==> src/rtl/keypad_conditioner_if.sv <==
// Keypad conditioner bundle: raw key lines in, conditioned key/gear outputs back.
// master = conditioner side, slave = consumer (car top level) side.
interface keypad_conditioner_if;
  logic [11:0] key_raw;
  logic [11:0] key_level;
  logic [11:0] key_press;
  logic [11:0] key_release;
  logic [11:0] key_hold;
  logic [3:0]  gear_req;
  logic        gear_req_valid;

  modport master (
    input  key_raw,
    output key_level, key_press, key_release, key_hold, gear_req, gear_req_valid
  );

  modport slave (
    output key_raw,
    input  key_level, key_press, key_release, key_hold, gear_req, gear_req_valid
  );
endinterface

==> src/rtl/keypad_conditioner.sv <==
// Keypad conditioner: 2-flop sync, per-key ms-tick debounce, press/release pulses, hold flags, gear encode.
// Latency: raw->key_level <= DEBOUNCE_MS ms + 3 cycles, gear_req 1 cycle after key_press; no backpressure (free-running).
module keypad_conditioner #(
  parameter int CLK_HZ      = 50_000_000,
  parameter int DEBOUNCE_MS = 20,
  parameter int HOLD_MS     = 1000
) (
  input logic                   CLK,
  input logic                   global_safe_rst,
  keypad_conditioner_if.master  kp
);

  localparam int              TICK_DIV   = CLK_HZ / 1000;
  localparam int              PW         = (TICK_DIV > 1) ? $clog2(TICK_DIV) : 1;
  localparam logic [PW-1:0]   TICK_LAST  = PW'(TICK_DIV - 1);
  localparam logic [4:0]      DB_LIMIT   = 5'(DEBOUNCE_MS);
  localparam logic [9:0]      HOLD_LIMIT = 10'(HOLD_MS);
  localparam logic [11:0]     GEAR_MASK  = 12'b1001_0010_0100;

  logic [PW-1:0] pre_cnt;
  logic          tick_1ms;
  logic [11:0]   sync_meta;
  logic [11:0]   sync;

  logic [11:0]   level_q, press_q, release_q, hold_q;
  logic [11:0]   level_d, press_d, release_d, hold_d;
  logic [4:0]    db_cnt     [12];
  logic [4:0]    db_cnt_d   [12];
  logic [9:0]    hold_cnt   [12];
  logic [9:0]    hold_cnt_d [12];

  logic [3:0]    gear_q;
  logic          gear_vld_q;

  assign tick_1ms = (pre_cnt == TICK_LAST);

  always_ff @(posedge CLK or posedge global_safe_rst) begin
    if (global_safe_rst) begin
      pre_cnt   <= '0;
      sync_meta <= '0;
      sync      <= '0;
    end else begin
      pre_cnt   <= tick_1ms ? '0 : pre_cnt + 1'b1;
      sync_meta <= kp.key_raw;
      sync      <= sync_meta;
    end
  end

  // Any cycle where sync agrees with the accepted level restarts the debounce window.
  always_comb begin
    level_d   = level_q;
    press_d   = '0;
    release_d = '0;
    hold_d    = '0;
    for (int i = 0; i < 12; i++) begin
      db_cnt_d[i]   = db_cnt[i];
      hold_cnt_d[i] = hold_cnt[i];
      if (sync[i] == level_q[i]) begin
        db_cnt_d[i] = '0;
      end else if (tick_1ms) begin
        if (db_cnt[i] + 5'd1 == DB_LIMIT) begin
          level_d[i]   = sync[i];
          db_cnt_d[i]  = '0;
          press_d[i]   = sync[i];
          release_d[i] = ~sync[i];
        end else begin
          db_cnt_d[i] = db_cnt[i] + 5'd1;
        end
      end
      if (!level_q[i]) begin
        hold_cnt_d[i] = '0;
      end else if (tick_1ms && (hold_cnt[i] != HOLD_LIMIT)) begin
        hold_cnt_d[i] = hold_cnt[i] + 10'd1;
      end
      // Gated by the next level so the flag falls on the same edge as the key.
      hold_d[i] = level_d[i] && (hold_cnt_d[i] == HOLD_LIMIT);
    end
  end

  always_ff @(posedge CLK or posedge global_safe_rst) begin
    if (global_safe_rst) begin
      level_q   <= '0;
      press_q   <= '0;
      release_q <= '0;
      hold_q    <= '0;
      for (int i = 0; i < 12; i++) begin
        db_cnt[i]   <= '0;
        hold_cnt[i] <= '0;
      end
    end else begin
      level_q   <= level_d;
      press_q   <= press_d;
      release_q <= release_d;
      hold_q    <= hold_d;
      for (int i = 0; i < 12; i++) begin
        db_cnt[i]   <= db_cnt_d[i];
        hold_cnt[i] <= hold_cnt_d[i];
      end
    end
  end

  // Gear keys: KEY_3 beats KEY_6 beats KEY_9 beats KEY_SHARP.
  always_ff @(posedge CLK or posedge global_safe_rst) begin
    if (global_safe_rst) begin
      gear_q     <= 4'd3;
      gear_vld_q <= 1'b0;
    end else begin
      gear_vld_q <= |(press_q & GEAR_MASK);
      if (press_q[2])       gear_q <= 4'd3;
      else if (press_q[5])  gear_q <= 4'd6;
      else if (press_q[8])  gear_q <= 4'd9;
      else if (press_q[11]) gear_q <= 4'd12;
    end
  end

  assign kp.key_level      = level_q;
  assign kp.key_press      = press_q;
  assign kp.key_release    = release_q;
  assign kp.key_hold       = hold_q;
  assign kp.gear_req       = gear_q;
  assign kp.gear_req_valid = gear_vld_q;

endmodule

==> src/flat_wrapper.sv <==
// flat-port wrapper written by rule: the top's interface ports become plain ports
module keypad_conditioner_flat 
#(
  parameter int CLK_HZ      = 50_000_000,
  parameter int DEBOUNCE_MS = 20,
  parameter int HOLD_MS     = 1000
)
  (CLK, global_safe_rst, kp_key_raw, kp_key_level, kp_key_press, kp_key_release, kp_key_hold, kp_gear_req, kp_gear_req_valid);
  keypad_conditioner_if kp_i ();
  input logic CLK;
  input logic global_safe_rst;
  input wire logic [$bits(kp_i.key_raw)-1:0] kp_key_raw;
  output wire logic [$bits(kp_i.key_level)-1:0] kp_key_level;
  output wire logic [$bits(kp_i.key_press)-1:0] kp_key_press;
  output wire logic [$bits(kp_i.key_release)-1:0] kp_key_release;
  output wire logic [$bits(kp_i.key_hold)-1:0] kp_key_hold;
  output wire logic [$bits(kp_i.gear_req)-1:0] kp_gear_req;
  output wire logic [$bits(kp_i.gear_req_valid)-1:0] kp_gear_req_valid;
  assign kp_i.key_raw = kp_key_raw;
  assign kp_key_level = kp_i.key_level;
  assign kp_key_press = kp_i.key_press;
  assign kp_key_release = kp_i.key_release;
  assign kp_key_hold = kp_i.key_hold;
  assign kp_gear_req = kp_i.gear_req;
  assign kp_gear_req_valid = kp_i.gear_req_valid;
  keypad_conditioner #(.CLK_HZ(CLK_HZ), .DEBOUNCE_MS(DEBOUNCE_MS), .HOLD_MS(HOLD_MS)) u_core (.CLK(CLK), .global_safe_rst(global_safe_rst), .kp(kp_i));
endmodule
==> config.mk <==
export PLATFORM = sky130hd
export DESIGN_NAME = keypad_conditioner_flat
export DESIGN_NICKNAME = d
export VERILOG_FILES = /design/src/rtl/keypad_conditioner_if.sv /design/src/rtl/keypad_conditioner.sv /design/src/flat_wrapper.sv
export SDC_FILE = /design/constraint.sdc
export NUM_CORES = 1
export LEC_CHECK = 0
export BUFFER_PORTS_ARGS = -buffer_cell sky130_fd_sc_hd__buf_2
export CELL_PAD_IN_SITES_DETAIL_PLACEMENT = 1
export CELL_PAD_IN_SITES_GLOBAL_PLACEMENT = 1
export CORE_MARGIN = 1.5
export CORE_UTILIZATION = 25
export CTS_CLUSTER_DIAMETER = 80
export DETAILED_ROUTE_END_ITERATION = 16
export GPL_ROUTABILITY_DRIVEN = 0
export PLACE_DENSITY_LB_ADDON = 0.1
export RECOVER_POWER = 50
export SYNTH_ARGS = -nofsm -noshare
export SYNTH_HDL_FRONTEND = slang
export SYNTH_SLANG_ARGS = --single-unit
==> constraint.sdc <==
create_clock -name CLK -period 24.4 [get_ports CLK]
set_input_delay 6.1 -clock CLK [delete_from_list [all_inputs] [get_ports CLK]]
set_output_delay 6.1 -clock CLK [all_outputs]
set_load 0.05 [all_outputs]
==> metrics.txt, run 1 <==
# TYPE chip_impl_metric gauge
chip_impl_info{name="outcome",value="finished with violations"} 1
chip_impl_info{name="violations",value="max-capacitance violations, max-slew violations"} 1
chip_impl_metric{name="post_synth_instance_area",unit="µm²"} 14500
chip_impl_info{name="synth.top_cells.by_area",value="sky130_fd_sc_hd__dfrtp_1, sky130_fd_sc_hd__ha_1, sky130_fd_sc_hd__xnor2_1"} 1
chip_impl_metric{name="post_synth.cell_area_avg",unit="µm²"} 9.60
chip_impl_metric{name="die_w",unit="µm"} 244
chip_impl_metric{name="final_util",unit="%"} 29.2
chip_impl_metric{name="yosys.area_share.adder",unit="%"} 3.97
chip_impl_metric{name="portBuffers",unit=""} 66
chip_impl_metric{name="synth_compound_gate_area_share",unit="%"} 9.81
chip_impl_metric{name="post_synth_num_cell_types",unit=""} 74
chip_impl_metric{name="cts_inserted_buffers",unit=""} 38
chip_impl_metric{name="wl_met1",unit="µm"} 18600
chip_impl_metric{name="ant_nets",unit=""} 0
chip_impl_metric{name="synthXorXnorAreaFrac",unit="%"} 6.96
chip_impl_info{name="timing.critical_path.to_type",value="asynchronous set/reset pin"} 1
chip_impl_metric{name="finalHoldViolCount",unit=""} 0
chip_impl_metric{name="layout_min_cycle_time",unit="ns"} 10.41
chip_impl_metric{name="worst_skew_pair.late_latency",unit="ns"} 0.55
chip_impl_info{name="hold_class",value="flop to flop"} 1
chip_impl_metric{name="post_cts.repair.setup_buffers",unit=""} 0
chip_impl_metric{name="fp.coreArea",unit="µm²"} 57500
chip_impl_info{name="yosysTopAreaCell",value="sky130_fd_sc_hd__dfrtp_1"} 1
chip_impl_metric{name="ctsLongestPathBuffers",unit=""} 3
chip_impl_metric{name="met2RoutedLength",unit="µm"} 18600
chip_impl_metric{name="fraction_of_registers_with_async_set_or_reset_after_synthesis",unit="%"} 100
chip_impl_metric{name="wl_met3",unit="µm"} 1010
chip_impl_info{name="startpoint_type",value="primary input"} 1
chip_impl_metric{name="irDropWorstVdd",unit="mV"} 0.0380
chip_impl_metric{name="synthesis_warnings",unit=""} 0
chip_impl_metric{name="slew-limit-headroom",unit="%"} -224
chip_impl_metric{name="tightestPinTransition",unit="ns"} 4.87
chip_impl_metric{name="cellLeakagePower",unit="µW"} 0.00680
chip_impl_metric{name="synthMuxAreaShare",unit="%"} 2.29
chip_impl_metric{name="first_pass_grt_wire_length",unit="µm"} 65600
chip_impl_metric{name="post-route-drc-count",unit=""} 0
chip_impl_metric{name="post-route-period-util",unit="%"} 42.7
chip_impl_metric{name="number_of_h_tree_branching_levels",unit=""} 2
chip_impl_metric{name="first_global_vias",unit=""} 12000
chip_impl_metric{name="postCtsHoldBufs",unit=""} 0
chip_impl_metric{name="cp.required",unit="ns"} 24.95
chip_impl_metric{name="vias",unit=""} 11400
chip_impl_metric{name="path_max_fanout",unit=""} 100
chip_impl_info{name="dr.max_layer_used",value="met4"} 1
chip_impl_metric{name="worstRegToRegCells",unit=""} 7
chip_impl_metric{name="whs_path_depth",unit=""} 0
chip_impl_metric{name="initial_standard_cell_utilization_of_the_core",unit="%"} 25.2
chip_impl_metric{name="post_drt_via_cell_ratio",unit=""} 4.84
chip_impl_info{name="yosysMostFrequentCell",value="sky130_fd_sc_hd__dfrtp_1"} 1
chip_impl_info{name="grt_setup_unrepaired",value="false"} 1
chip_impl_metric{name="largest_net_degree_at_the_start_of_global_routing",unit=""} 101
chip_impl_metric{name="antenna_cells",unit=""} 0
chip_impl_info{name="clock_tree.root_cell",value="sky130_fd_sc_hd__clkbuf_16"} 1
chip_impl_metric{name="tns",unit="ns"} 0
chip_impl_metric{name="die_area",unit="µm²"} 59400
chip_impl_metric{name="synth_top_area_share",unit="%"} 46.8
chip_impl_metric{name="synthSimpleGateAreaFrac",unit="%"} 26.3
chip_impl_metric{name="flow.area_growth_from_synthesis",unit="%"} 16.0
chip_impl_metric{name="wl_per_cell",unit="µm"} 16.6
chip_impl_metric{name="postCtsResizedCells",unit=""} 0
chip_impl_metric{name="max-cap-violations",unit=""} 6
chip_impl_metric{name="seq_area_frac_synth",unit="%"} 47.2
chip_impl_metric{name="grt.overflow.total",unit=""} 0
chip_impl_info{name="cts_tree",value="yes"} 1
chip_impl_metric{name="boundaryPins",unit=""} 67
chip_impl_metric{name="place.detailed.hpwl",unit="µm"} 25100
chip_impl_info{name="synth.cells.most_frequent",value="sky130_fd_sc_hd__dfrtp_1, sky130_fd_sc_hd__nand2_1, sky130_fd_sc_hd__nor2_1"} 1
chip_impl_metric{name="rows",unit=""} 88
chip_impl_metric{name="report.final.setup_viol",unit=""} 0
chip_impl_metric{name="number_of_flops_mapped_to_enable_cells_by_yosys",unit=""} 0
chip_impl_metric{name="slew_violations",unit=""} 303
chip_impl_metric{name="grt_antenna_before_repair",unit=""} 0
chip_impl_info{name="main_combinational_cell_family_by_area_after_synthesis",value="simple AND/OR/NAND/NOR gates"} 1
chip_impl_metric{name="synthesis.nets",unit=""} 1568
chip_impl_info{name="most_used_dff_post_synth",value="sky130_fd_sc_hd__dfrtp_1"} 1
chip_impl_metric{name="worst-endpoint-arrival",unit="ns"} 10.96
chip_impl_metric{name="drive_gt1_share",unit="%"} 9.31
chip_impl_info{name="setup.worst_path.class",value="primary input to asynchronous set/reset pin"} 1
chip_impl_metric{name="postSynthCellCount",unit=""} 1508
chip_impl_metric{name="clkSlewWorstSetupHoldPaths",unit="ns"} 0.05
chip_impl_metric{name="grt_usage",unit="%"} 13.5
chip_impl_metric{name="dr.pass1.iters",unit=""} 4
chip_impl_metric{name="fmax",unit="GHz"} 0.0961
chip_impl_metric{name="clock_skew",unit="ns"} 0.0269
chip_impl_metric{name="route.final.wire_length",unit="µm"} 39200
chip_impl_metric{name="num-fill-cells",unit=""} 6591
chip_impl_metric{name="powerDensity",unit="nW/µm²"} 61.1
chip_impl_metric{name="fp.dieH",unit="µm"} 244
chip_impl_metric{name="postSynthRegisterBits",unit=""} 273
chip_impl_metric{name="finish.net_count",unit=""} 1623
chip_impl_metric{name="drt-initial-drc-count",unit=""} 469
chip_impl_metric{name="tritoncts_num_sinks",unit=""} 273
==> cells by family after synthesis <==
logic type	after synthesis
AO/OA/AOI/OAI	228
XOR/XNOR	115
adder cells (fa/ha/maj)	46
buffers and inverters	127
flip-flops	273
multiplexers	31
AND/OR/NAND/NOR	688
==> layout by cell type, fill, tap and decap left out, types with 17 or more instances in the layout <==
| cell | netlist | layout |
|---|---|---|
| sky130_fd_sc_hd__xnor2_1 | 61 | 61 |
| sky130_fd_sc_hd__nor3_1 | 45 | 45 |
| sky130_fd_sc_hd__and3_1 | 31 | 31 |
| sky130_fd_sc_hd__nand4b_1 | 22 | 22 |
| sky130_fd_sc_hd__nor4_1 | 25 | 25 |
| sky130_fd_sc_hd__nor2_1 | 131 | 131 |
| sky130_fd_sc_hd__nand4_1 | 73 | 74 |
| sky130_fd_sc_hd__nand2_1 | 131 | 131 |
| sky130_fd_sc_hd__clkbuf_1 | 36 | 19 |
| sky130_fd_sc_hd__mux2i_1 | 17 | 17 |
| sky130_fd_sc_hd__and2_0 | 0 | 34 |
| sky130_fd_sc_hd__a21oi_1 | 79 | 80 |
| sky130_fd_sc_hd__o21ai_0 | 54 | 54 |
| sky130_fd_sc_hd__or3_1 | 18 | 18 |
| sky130_fd_sc_hd__nand3_1 | 47 | 47 |
| sky130_fd_sc_hd__dfrtp_1 | 271 | 271 |
| sky130_fd_sc_hd__ha_1 | 46 | 46 |
| sky130_fd_sc_hd__nand3b_1 | 21 | 21 |
| sky130_fd_sc_hd__inv_1 | 61 | 60 |
| sky130_fd_sc_hd__buf_2 | 16 | 66 |
| sky130_fd_sc_hd__clkbuf_16 | 0 | 39 |
| sky130_fd_sc_hd__xor2_1 | 54 | 54 |
==> sequential cells by signal (all words and copies together) (netlist names) <==
signal / flops
u_core.kp.key_release: 12
u_core.kp.key_hold: 12
u_core.kp.gear_req: 4
u_core.pre_cnt: 16
u_core.db_cnt: 60
u_core.sync: 12
u_core.kp.key_level: 12
u_core.sync_meta: 12
u_core.hold_cnt: 120
u_core.kp.gear_req_valid: 1
u_core.kp.key_press: 12
==> final cells by class <==
type / count / area, µm² / share of cell area, %
clock inverters: 7 / 97.6 / 0.581
repair buffers: 77 / 387 / 2.30
flip-flops and latches: 273 / 6830 / 40.7
clock buffers: 60 / 1140 / 6.82
well taps: 765 / 957 / 5.70
inverters: 65 / 245 / 1.46
multi-input cells: 1108 / 7130 / 42.4
==> layer usage <==
metal / track usage (%) / vias to the layer above
met1: 17.7 / 5742
met3: 2.13 / 49
li1: - / 5501
met2: 22.7 / 99
met5: 0 / -
met4: 4.12 / 0
==> through the flow <==
stage | setup slack, ns | hold WS, ns | total power [µW] | std cells | cell area, µm²
finish | 13.99 | 0.344 | 1030 | 2355 | 16800
global route | 13.08 | 0.357 | 1080 | 2355 | 16800
CTS | 16.21 | 0.347 | 1060 | 2355 | 16900
detailed placement | 15.61 | 0.336 | 480 | 2288 | 15600
global placement | 15.66 | 0.333 | 480 | 2288 | 15600
floorplan | 10.78 | 0.331 | 473 | 1508 | 14500
==> critical path, stage by stage <==
cell and delay (ns):
sky130_fd_sc_hd__buf_2 0.10, sky130_fd_sc_hd__clkinvlp_2 2.65, sky130_fd_sc_hd__buf_4 1.04, sky130_fd_sc_hd__buf_4 0.80
==> power breakdown <==
part           internal, µW  switching [µW]
combinational          1.86            11.8
sequential              455            1.68
clock                   342             214
total                   799             227
==> worst paths after layout <==
check	startpoint	endpoint	slack, ns
min in group asynchronous	global_safe_rst	u_core.hold_cnt[57]	7.00
hold reg to reg	u_core.sync_meta[3]	u_core.sync[3]	0.34
setup / recovery	global_safe_rst	u_core.db_cnt[43]	13.99
hold / removal	u_core.sync_meta[3]	u_core.sync[3]	0.34
max in group CLK	u_core.kp.key_level[8]	kp_key_level[8]	16.70
setup reg to reg	u_core.pre_cnt[11]	u_core.kp.key_hold[4]	19.30
Power figures use the tool's default switching activity.
==> run 2, diff against run 1 <==
==> constraint.sdc (replaced) <==
create_clock -name CLK -period 9 [get_ports CLK]
set_input_delay 2.25 -clock CLK [delete_from_list [all_inputs] [get_ports CLK]]
set_output_delay 2.25 -clock CLK [all_outputs]
set_load 0.05 [all_outputs]
==> run 2 against run 1 <==
  * Worst setup slack worse by 10 ns
  * Critical path depth did not move
  * Wire length is 0.85% lower
  * Non-clock buffer count down 1
  * Combinational power grew to 2.7 times the previous value
  * Sequential share of layout area decreased by 0.23 points
  * Critical endpoint is now u_core.db_cnt[2]
  * Cell count down 0.13%
  * First-iteration DRC count is 16% lower
  * Sequential power increased to 2.7 times the previous value
  * The run still ends with max-capacitance violations, max-slew violations left
  * Largest power group unchanged
  * Worst hold slack better by 0.0035 ns
  * Global-route usage hardly changed
==> metrics.txt, run 2 (same netlist as run 1, synthesis figures left out) <==
# TYPE chip_impl_metric gauge
chip_impl_info{name="setup.worst_path.class",value="primary input to asynchronous set/reset pin"} 1
chip_impl_metric{name="report.final.setup_viol",unit=""} 0
chip_impl_metric{name="rows",unit=""} 88
chip_impl_metric{name="postCtsHoldBufs",unit=""} 0
chip_impl_metric{name="fmax",unit="GHz"} 0.195
chip_impl_metric{name="route.final.wire_length",unit="µm"} 38800
chip_impl_info{name="cts_tree",value="yes"} 1
chip_impl_metric{name="postLayoutSetupSlackWorst",unit="ns"} 3.87
chip_impl_info{name="critPathCapture",value="u_core.db_cnt[2]"} 1
chip_impl_metric{name="num-fill-cells",unit=""} 6580
chip_impl_info{name="clock_tree.root_cell",value="sky130_fd_sc_hd__clkbuf_16"} 1
chip_impl_info{name="startpoint_type",value="primary input"} 1
chip_impl_info{name="timing.critical_path.to_type",value="asynchronous set/reset pin"} 1
chip_impl_metric{name="grt.overflow.total",unit=""} 0
chip_impl_metric{name="tns",unit="ns"} 0
chip_impl_metric{name="finish.net_count",unit=""} 1621
chip_impl_metric{name="powerDensity",unit="nW/µm²"} 169
chip_impl_metric{name="post-route-period-util",unit="%"} 57.0
chip_impl_metric{name="irDropWorstVdd",unit="mV"} 0.113
chip_impl_metric{name="place.detailed.hpwl",unit="µm"} 24600
chip_impl_metric{name="die_w",unit="µm"} 244
chip_impl_metric{name="grt_antenna_before_repair",unit=""} 0
chip_impl_metric{name="finalHoldViolCount",unit=""} 0
chip_impl_metric{name="number_of_buffers_and_inverters_on_the_critical_path",unit=""} 4
chip_impl_metric{name="worstRegToRegCells",unit=""} 8
chip_impl_metric{name="max-cap-violations",unit=""} 6
chip_impl_metric{name="post_cts.repair.setup_buffers",unit=""} 0
chip_impl_metric{name="tritoncts_num_sinks",unit=""} 273
chip_impl_metric{name="boundaryPins",unit=""} 67
chip_impl_info{name="violations",value="max-capacitance violations, max-slew violations"} 1
chip_impl_metric{name="first_global_vias",unit=""} 12000
chip_impl_metric{name="post_drt_via_cell_ratio",unit=""} 4.84
chip_impl_info{name="most_frequent_cells_in_the_layout",value="sky130_fd_sc_hd__dfrtp_1, sky130_fd_sc_hd__nand2_1, sky130_fd_sc_hd__nor2_1"} 1
chip_impl_metric{name="holdWs",unit="ns"} 0.347
chip_impl_metric{name="worst_skew_pair.late_latency",unit="ns"} 0.55
chip_impl_metric{name="detailedPlace.worstSlack",unit="ns"} 4.99
chip_impl_info{name="grt_setup_unrepaired",value="false"} 1
chip_impl_metric{name="initial_standard_cell_utilization_of_the_core",unit="%"} 25.2
chip_impl_info{name="largestRegisters",value="u_core.hold_cnt (120), u_core.db_cnt (60), u_core.pre_cnt (16)"} 1
chip_impl_metric{name="ant_nets",unit=""} 0
chip_impl_metric{name="path_max_fanout",unit=""} 150
chip_impl_metric{name="layout_min_cycle_time",unit="ns"} 5.13
chip_impl_metric{name="tightestPinTransition",unit="ns"} 3.45
chip_impl_metric{name="clock_skew",unit="ns"} 0.0104
chip_impl_info{name="mostFrequentLayoutCell",value="sky130_fd_sc_hd__dfrtp_1"} 1
chip_impl_info{name="crit_family",value="buffers and inverters"} 1
chip_impl_info{name="crit_path_top_delay_cell",value="sky130_fd_sc_hd__clkbuf_2"} 1
chip_impl_metric{name="slew-limit-headroom",unit="%"} -130
chip_impl_metric{name="number_of_h_tree_branching_levels",unit=""} 2
chip_impl_info{name="critical_path.cell_chain",value="clkbuf_1 -> clkinvlp_4 -> clkbuf_2 -> buf_12"} 1
chip_impl_info{name="critPathLaunch",value="global_safe_rst"} 1
chip_impl_metric{name="portBuffers",unit=""} 66
chip_impl_metric{name="largest_net_degree_at_the_start_of_global_routing",unit=""} 151
chip_impl_metric{name="layout.area.seq",unit="µm²"} 6830
chip_impl_info{name="largest_register",value="u_core.hold_cnt"} 1
chip_impl_metric{name="fp.coreArea",unit="µm²"} 57500
chip_impl_info{name="r2r-start",value="u_core.pre_cnt[0]"} 1
chip_impl_metric{name="clkSlewWorstSetupHoldPaths",unit="ns"} 0.05
chip_impl_info{name="outcome",value="finished with violations"} 1
chip_impl_metric{name="post-route-drc-count",unit=""} 0
chip_impl_metric{name="slew_violations",unit=""} 323
chip_impl_metric{name="grt_usage",unit="%"} 13.5
chip_impl_metric{name="first_pass_grt_wire_length",unit="µm"} 65600
chip_impl_metric{name="max_reg_flops",unit=""} 120
chip_impl_metric{name="fp.dieH",unit="µm"} 244
chip_impl_metric{name="timing.critical_path.slowest_cell_delay",unit="ns"} 2.33
chip_impl_metric{name="multi_input_logic_area",unit="µm²"} 7140
chip_impl_metric{name="wl_per_cell",unit="µm"} 16.5
chip_impl_metric{name="vias",unit=""} 11400
chip_impl_metric{name="worst-path-stages",unit=""} 4
chip_impl_info{name="hold_class",value="flop to flop"} 1
chip_impl_metric{name="setup.reg_to_reg.worst_slack",unit="ns"} 4.16
chip_impl_metric{name="postCtsResizedCells",unit=""} 0
chip_impl_metric{name="ctsLongestPathBuffers",unit=""} 3
chip_impl_info{name="rr_endpoint",value="u_core.kp.key_hold[1]"} 1
chip_impl_metric{name="dr.pass1.iters",unit=""} 4
chip_impl_metric{name="cellLeakagePower",unit="µW"} 0.00688
chip_impl_metric{name="flow.area_growth_from_synthesis",unit="%"} 16.6
chip_impl_metric{name="cts_inserted_buffers",unit=""} 37
chip_impl_metric{name="antenna_cells",unit=""} 0
chip_impl_metric{name="cp.required",unit="ns"} 9.56
chip_impl_metric{name="die_area",unit="µm²"} 59400
chip_impl_metric{name="worst-endpoint-arrival",unit="ns"} 5.69
chip_impl_metric{name="drt-initial-drc-count",unit=""} 392
chip_impl_metric{name="drive_gt1_share",unit="%"} 9.83
[run 2: cell count changes in the layout (fill, tap and decap cells not counted), moves of 2 or more]
| cell | before | now |
|---|---|---|
| sky130_fd_sc_hd__clkinv_2 | 1 | 3 |
| sky130_fd_sc_hd__mux2_1 | 4 | 2 |
| sky130_fd_sc_hd__and2_0 | 34 | 11 |
| sky130_fd_sc_hd__bufinv_16 | 2 | 4 |
| sky130_fd_sc_hd__clkbuf_8 | 9 | 12 |
| sky130_fd_sc_hd__and2_1 | 6 | 29 |
| sky130_fd_sc_hd__clkbuf_1 | 19 | 11 |
| sky130_fd_sc_hd__buf_4 | 4 | 2 |
| sky130_fd_sc_hd__mux2_2 | 10 | 12 |
[run 2: layout make-up]
type	instances	share of cell area [%]
Multi-Input combinational cell	1108	42.3
Sequential cell	273	40.5
Clock buffer	55	6.85
Tap cell	765	5.67
Timing Repair Buffer	76	2.32
Inverter	65	1.47
Clock inverter	10	0.948
[run 2: worst register-to-register path, cell delays in order (launching register included)]
cell and delay, ns:
sky130_fd_sc_hd__dfrtp_1 0.36, sky130_fd_sc_hd__ha_1 0.19, sky130_fd_sc_hd__and3_1 0.36, sky130_fd_sc_hd__and4_1 0.88
sky130_fd_sc_hd__clkbuf_1 1.48, sky130_fd_sc_hd__nand2_1 0.31, sky130_fd_sc_hd__o311a_1 0.41, sky130_fd_sc_hd__or4b_1 0.49
sky130_fd_sc_hd__nor4_1 0.26
[run 2: per-layer routing]
layer  track usage (%)  part of all wire [%]  routed length, µm
met1              18.1                    48              18600
met2              22.1                    47              18100
met3              2.37                   3.1               1200
met4              3.96                   2.3                907
met5                 0                     0                  0
[run 2: through the flow]
step / power [µW] / instance area, µm² / std cells / utilization [%]
2_1_floorplan: 1280 / 14500 / 1508 / -
3_3_place_gp: 1300 / 15600 / 2287 / 27.2
3_5_place_dp: 1300 / 15600 / 2287 / 27.2
4_1_cts: 2940 / 16900 / 2352 / 29.5
5_1_grt: 2990 / 16900 / 2352 / 29.4
6_report: 2860 / 16900 / 2352 / 29.4
[run 2: worst min path at each step]
stage	slack [ns]	cells past startpoint	end	start
2_1_floorplan	0.33	0	u_core.sync[0]	u_core.sync_meta[0]
3_3_place_gp	0.33	0	u_core.sync[3]	u_core.sync_meta[3]
3_5_place_dp	0.34	0	u_core.sync[6]	u_core.sync_meta[6]
4_1_cts	0.35	0	u_core.sync[6]	u_core.sync_meta[6]
5_1_grt	0.36	0	u_core.sync[1]	u_core.sync_meta[1]
6_report	0.35	0	u_core.sync[6]	u_core.sync_meta[6]
[run 2: power breakdown]
| group | total (µW) | leakage, µW | switching, µW | internal [µW] |
|---|---|---|---|---|
| sequential | 1240 | 0.00374 | 4.24 | 1230 |
| clock | 1580 | 0.000649 | 580 | 1000 |
| combinational | 37.1 | 0.00250 | 31.8 | 5.33 |
